$ cat src/rtl/cpu_term_gen.sv
// cpu_term_gen: slave-side 68030 bus-cycle terminator for the SDMAC register
// window and the SCSI controller window.
// Ports: CLK, RST (async, active-high), CPU strobes AS_/DS_/R_W, decode hits
//        SEL_REG/SEL_SCSI, SCSI_RDY; registered outputs DSACK_/STERM_/BERR_,
//        their pad enable TERM_OE, and one-cycle RD_STB/WR_STB strobes.
module cpu_term_gen #(
    parameter int unsigned WAIT_REG  = 2,
    parameter int unsigned TIMEOUT   = 200,
    parameter bit          USE_STERM = 1'b0
) (
    input  logic       CLK,
    input  logic       RST,
    input  logic       AS_,
    input  logic       DS_,
    input  logic       R_W,
    input  logic       SEL_REG,
    input  logic       SEL_SCSI,
    input  logic       SCSI_RDY,
    output logic [1:0] DSACK_,
    output logic       STERM_,
    output logic       BERR_,
    output logic       TERM_OE,
    output logic       RD_STB,
    output logic       WR_STB
);

    typedef enum logic [2:0] {
        S_IDLE,
        S_WAIT,
        S_ACK,
        S_HOLD,
        S_ERR,
        S_RECOVER
    } state_e;

    localparam logic [7:0] WAIT_LD = 8'(WAIT_REG);
    localparam logic [7:0] TO_LAST = 8'(TIMEOUT - 1);

    state_e     state_q, state_d;
    logic [7:0] cnt_q, cnt_d;
    logic       scsi_q, scsi_d;
    logic       rw_q, rw_d;
    // Pending flag: SCSI ready seen (WAIT) or AS_ negation seen (HOLD/ERR).
    // Both events take effect one edge after they are sampled.
    logic       pend_q, pend_d;
    logic [1:0] dsack_q, dsack_d;
    logic       sterm_q, sterm_d;
    logic       berr_q, berr_d;
    logic       oe_q, oe_d;
    logic       rd_q, rd_d;
    logic       wr_q, wr_d;
    logic       go_ack;

    always_comb begin
        state_d = state_q;
        cnt_d   = cnt_q;
        scsi_d  = scsi_q;
        rw_d    = rw_q;
        pend_d  = pend_q;
        dsack_d = dsack_q;
        sterm_d = 1'b1;
        berr_d  = berr_q;
        oe_d    = oe_q;
        rd_d    = 1'b0;
        wr_d    = 1'b0;
        go_ack  = 1'b0;

        unique case (state_q)
            S_IDLE: begin
                if (!AS_ && (SEL_REG || SEL_SCSI)) begin
                    state_d = S_WAIT;
                    // A double decode hit is served as a register access.
                    scsi_d  = !SEL_REG;
                    rw_d    = R_W;
                    cnt_d   = SEL_REG ? WAIT_LD : 8'd0;
                    pend_d  = 1'b0;
                    oe_d    = 1'b1;
                    rd_d    = R_W;
                end
            end
            S_WAIT: begin
                if (AS_) begin
                    state_d = S_RECOVER;
                end else if (!scsi_q) begin
                    if (cnt_q != 8'd0) begin
                        cnt_d = cnt_q - 8'd1;
                    end else begin
                        go_ack = 1'b1;
                    end
                end else if (pend_q) begin
                    go_ack = 1'b1;
                end else if (SCSI_RDY) begin
                    // Ready wins over a timeout on the same edge.
                    pend_d = 1'b1;
                end else if (cnt_q == TO_LAST) begin
                    state_d = S_ERR;
                    berr_d  = 1'b0;
                end else begin
                    cnt_d = cnt_q + 8'd1;
                end
            end
            S_ACK: begin
                state_d = S_HOLD;
            end
            S_HOLD, S_ERR: begin
                if (pend_q) begin
                    state_d = S_RECOVER;
                    pend_d  = 1'b0;
                    dsack_d = 2'b11;
                    berr_d  = 1'b1;
                end else if (AS_) begin
                    pend_d = 1'b1;
                end
            end
            S_RECOVER: begin
                state_d = S_IDLE;
                dsack_d = 2'b11;
                berr_d  = 1'b1;
                oe_d    = 1'b0;
            end
            default: begin
                state_d = S_IDLE;
            end
        endcase

        if (go_ack) begin
            state_d = S_ACK;
            pend_d  = 1'b0;
            // The SCSI side always answers as a 32-bit DSACK port.
            if (USE_STERM && !scsi_q) begin
                sterm_d = 1'b0;
            end else begin
                dsack_d = 2'b00;
            end
            wr_d = !rw_q && !DS_;
        end
    end

    always_ff @(posedge CLK or posedge RST) begin
        if (RST) begin
            state_q <= S_IDLE;
            cnt_q   <= 8'd0;
            scsi_q  <= 1'b0;
            rw_q    <= 1'b0;
            pend_q  <= 1'b0;
            dsack_q <= 2'b11;
            sterm_q <= 1'b1;
            berr_q  <= 1'b1;
            oe_q    <= 1'b0;
            rd_q    <= 1'b0;
            wr_q    <= 1'b0;
        end else begin
            state_q <= state_d;
            cnt_q   <= cnt_d;
            scsi_q  <= scsi_d;
            rw_q    <= rw_d;
            pend_q  <= pend_d;
            dsack_q <= dsack_d;
            sterm_q <= sterm_d;
            berr_q  <= berr_d;
            oe_q    <= oe_d;
            rd_q    <= rd_d;
            wr_q    <= wr_d;
        end
    end

    assign DSACK_  = dsack_q;
    assign STERM_  = sterm_q;
    assign BERR_   = berr_q;
    assign TERM_OE = oe_q;
    assign RD_STB  = rd_q;
    assign WR_STB  = wr_q;

endmodule

$ cat config.mk
export PLATFORM = sky130hd
export DESIGN_NAME = cpu_term_gen
export DESIGN_NICKNAME = d
export VERILOG_FILES = /design/src/rtl/cpu_term_gen.sv
export SDC_FILE = /design/constraint.sdc
export NUM_CORES = 1
export LEC_CHECK = 0
export CAP_MARGIN = 20
export CORE_MARGIN = 2
export CORE_UTILIZATION = 50
export DETAILED_ROUTE_END_ITERATION = 12
export PLACE_DENSITY = 0.72
export SLEW_MARGIN = 0
export SYNTH_ARGS = -nofsm -noshare
export SYNTH_HDL_FRONTEND = slang
export SYNTH_SLANG_ARGS = --single-unit
$ cat constraint.sdc
create_clock -name CLK -period 1.9 [get_ports CLK]
set_input_delay 0.38 -clock CLK [delete_from_list [all_inputs] [get_ports CLK]]
set_output_delay 0.38 -clock CLK [all_outputs]
set_load 0.1 [all_outputs]
==> impl_metrics.csv <==
group,metric,value,unit
yosys,yosysTopAreaCell,"dfrtp_1",
worst_hold_path,holdCritPathClass,"primary input to async pin",
cells_and_area,multi_input_area,868,um^2
setup_path,arrival,2110,ps
floorplan,rows,19,
yosys,synth_top_area_share,0.304,
yosys,async_flop_share,1.00,
cts,clk_path_buf_depth,2,
cells_and_area,nNetsFinal,205,
grt,track_usage,0.237,
cells_and_area,postLayoutCoreUtil,0.663,
power_and_ir_drop,power.switching,1.72,mW
placed_design,place_area,1700,um^2
cells_and_area,nFillCells,224,
sta,min_period,1900,ps
power_and_ir_drop,p_leak,0.796,nW
floorplan,fp.dieW,56.9,um
cts,cts_buffers,3,
yosys,yosysSeqAreaShare,0.341,
yosys,ys_types,48,
setup_path,crit_fanout,6,
detailed_routing,first_iter_violations,71,
power_and_ir_drop,power_frac_clock,0.060,
status,status,"finished clean",
sta,setup_ws,3.88,ps
yosys,synth-seq-cells,19,
floorplan,core_area,2710,um^2
detailed_routing,vias,1344,
cells_and_area,seq_area,479,um^2
yosys,syn_area,1400,um^2
detailed_routing,ant_nets,0,
sta,hold_viol_final,0,
setup_path,end_kind,"register",
cts,ctsHtreeMaxLevel,1,
sta,period_share,0.998,
setup_path,worst-endpoint-required,2120,ps
setup_path,start_kind,"register",
floorplan,start_util,0.517,
detailed_routing,drcViolationCount,0,
sta,drv_slew,0,
cells_and_area,layout-drive-gt1-share,0.270,
sta,rsz0062_at_grt,"yes",
grt,grt_pass1_wl,5.87,mm
run,maxCapViolCount,0,
floorplan,die-area,3240,um^2
detailed_routing,drtPass1Iterations,4,
placed_design,gp_congestion,0.923,
yosys,yosys_warnings,0,
placed_design,place_hpwl,2.71,mm
sta,fmax,527,MHz
grt,grt_max_degree,20,
yosys,synth-edff-count,0,
cts,clkLatencyLatePin,310,ps
yosys,synthTopCellsByArea,"dfrtp_1, ha_1, nand2_1",
power_and_ir_drop,vdd_drop_max,1240,uV
detailed_routing,wire_per_inst,16.0,um
grt,overflow,0,
cells_and_area,instances_no_fill,220,
power_and_ir_drop,sw_frac_of_total,0.497,
power_and_ir_drop,p_int,1.74,mW
yosys,syn_inst,158,
sta,setup_viol,0,
grt,grt_pass1_vias,1300,
placed_design,dpl.cell_count,213,
cells_and_area,design_area,1800,um^2
yosys,synth_nets,173,
placed_design,pre_cts_ws,-240,ps
sta,tns,0,ps
cells_and_area,areaGrowthSynthToFinish,28.4,%
floorplan,num_io_pins,15,
cells_and_area,num_antenna_cells,0,
cts,root_buffer,"clkbuf_4",
setup_path,path_class,"register to register",
placed_design,port_buffers,13,
yosys,ys.flop_type,"dfrtp_1",
sta,final.setup_skew,11.0,ps
yosys,avgSynthCellArea,8.86,um^2
cts,clock_sinks,19,
grt,antenna_found_initial,0,
power_and_ir_drop,combPwrFrac,0.731,
detailed_routing,drt-total-wl,3.52,mm
floorplan,die_y,56.9,um
cts,cts_tree,"built",
power_and_ir_drop,seq_power_share,0.208,
power_and_ir_drop,powerDensity,1920,nW/um^2
cts,cts.clk_slew.worst_paths,110,ps
detailed_routing,viasPerCell,6.11,
cts,hold_buffers,0,
[placed cells by master, fill, tap and decap left out, drive strengths merged, types with 2 or more instances in the layout]
master	synthesis	layout
nor3	3	3
o21bai	2	2
o2111ai	2	2
buf	7	29
a21oi	6	6
nor4	2	2
nand3	5	5
dfstp	2	2
o31ai	6	6
ha	6	6
nand4	2	2
o21ai	8	8
xnor2	4	4
and3	3	3
nand2	16	16
inv	12	12
nor2	14	14
a211oi	2	2
dfrtp	17	17
a31oi	3	3
a21o	4	4
clkbuf	2	4
clkdlybuf4s50	0	7
a22o	2	2
or4	2	2
nor4b	2	2
o211ai	3	3
mux2i	2	2
[cells by family after synthesis]
| family | count (synthesis) | share of synthesized area |
|---|---|---|
| flops | 19 | 0.341 |
| other cells | 1 | 0.00268 |
| compound gates | 50 | 0.286 |
| simple gates | 53 | 0.187 |
| mux | 3 | 0.0223 |
| xor+xnor | 4 | 0.0250 |
| buf+inv | 21 | 0.0679 |
| fa+ha+maj | 7 | 0.0679 |
[critical path, cell delays in order, from the launching register on]
cell and delay (ps):
dfrtp_1 470, nor4_1 490, nand4_1 140, a21o_1 190, a31o_2 250, o32ai_1 260
[state kept, by name, summed over array words and instances, names as in the netlist]
register and flops:
TERM_OE 1, state_q 3, pend_q 1, WR_STB 1, cnt_q 8, rw_q 1, DSACK_ 1, RD_STB 1
BERR_ 1, scsi_q 1
[Yosys cell counts (3+ instances only)]
cell type  instances
buf_2              4
nand2_1           16
nand3_1            5
a21oi_1            6
a21o_1             4
buf_4              3
o31ai_1            6
nor2_1            14
dfrtp_1           17
and3_1             3
o211ai_1           3
xnor2_1            4
inv_1             12
o21ai_0            7
a31oi_1            3
nor3_1             3
ha_1               6
[power groups by stage]
stage	logic [mW]	registers [mW]	clock network [mW]
6_report	2.53	0.721	0.209
5_1_grt	2.76	0.742	0.231
4_1_cts	2.46	0.714	0.210
3_5_place_dp	2.37	0.723	0
3_3_place_gp	2.31	0.714	0
2_1_floorplan	1.51	0.864	0
[per-layer routing]
| metal | track usage | vias up | share of wire |
|---|---|---|---|
| met4 | 0.103 | 0 | 0.022 |
| met3 | 0.0645 | 9 | 0.053 |
| met1 | 0.283 | 648 | 0.43 |
| met5 | 0 | - | 0 |
| li1 | - | 651 | - |
| met2 | 0.397 | 36 | 0.50 |
[what timing repair did]
action / 4_1_cts / 5_1_grt
pin swaps: 1 / 2
resized for setup: 5 / 6
gates cloned: 0 / 0
buffers inserted: 3 / 0
setup endpoints to repair: 5 / 10
[per-stage QoR]
step                hold slack (ps)  power (mW)
finish                          376        3.46
detailed placement              447        3.09
global placement                420        3.02
CTS                             394        3.38
floorplan                       330        2.38
global route                    405        3.73
[path summary, 6_finish.rpt]
path | startpoint | end | slack, ps | cells past startpoint
hold / removal | RST | state_q[0]$_DFFE_PP0P_ | 380 | 3
setup reg to reg | cnt_q[0]$_DFFE_PP0P_ | state_q[2]$_DFFE_PP0P_ | 4 | 5
max in group asynchronous | RST | DSACK_[0]$_DFFE_PP1P_ | 1270 | 3
hold reg to reg | rw_q$_DFFE_PP0P_ | WR_STB$_DFF_PP0_ | 470 | 1
setup / recovery | cnt_q[0]$_DFFE_PP0P_ | state_q[2]$_DFFE_PP0P_ | 4 | 5
min in group CLK | rw_q$_DFFE_PP0P_ | WR_STB$_DFF_PP0_ | 470 | 1
[cell type report]
type,instances,share of cell area
inverters,12,0.0264
flip-flops and latches,19,0.267
multi-input cells,118,0.483
clock buffers,4,0.0146
well taps,31,0.0216
repair buffers,36,0.188
Note: power is estimated with default switching activity, not from simulation.
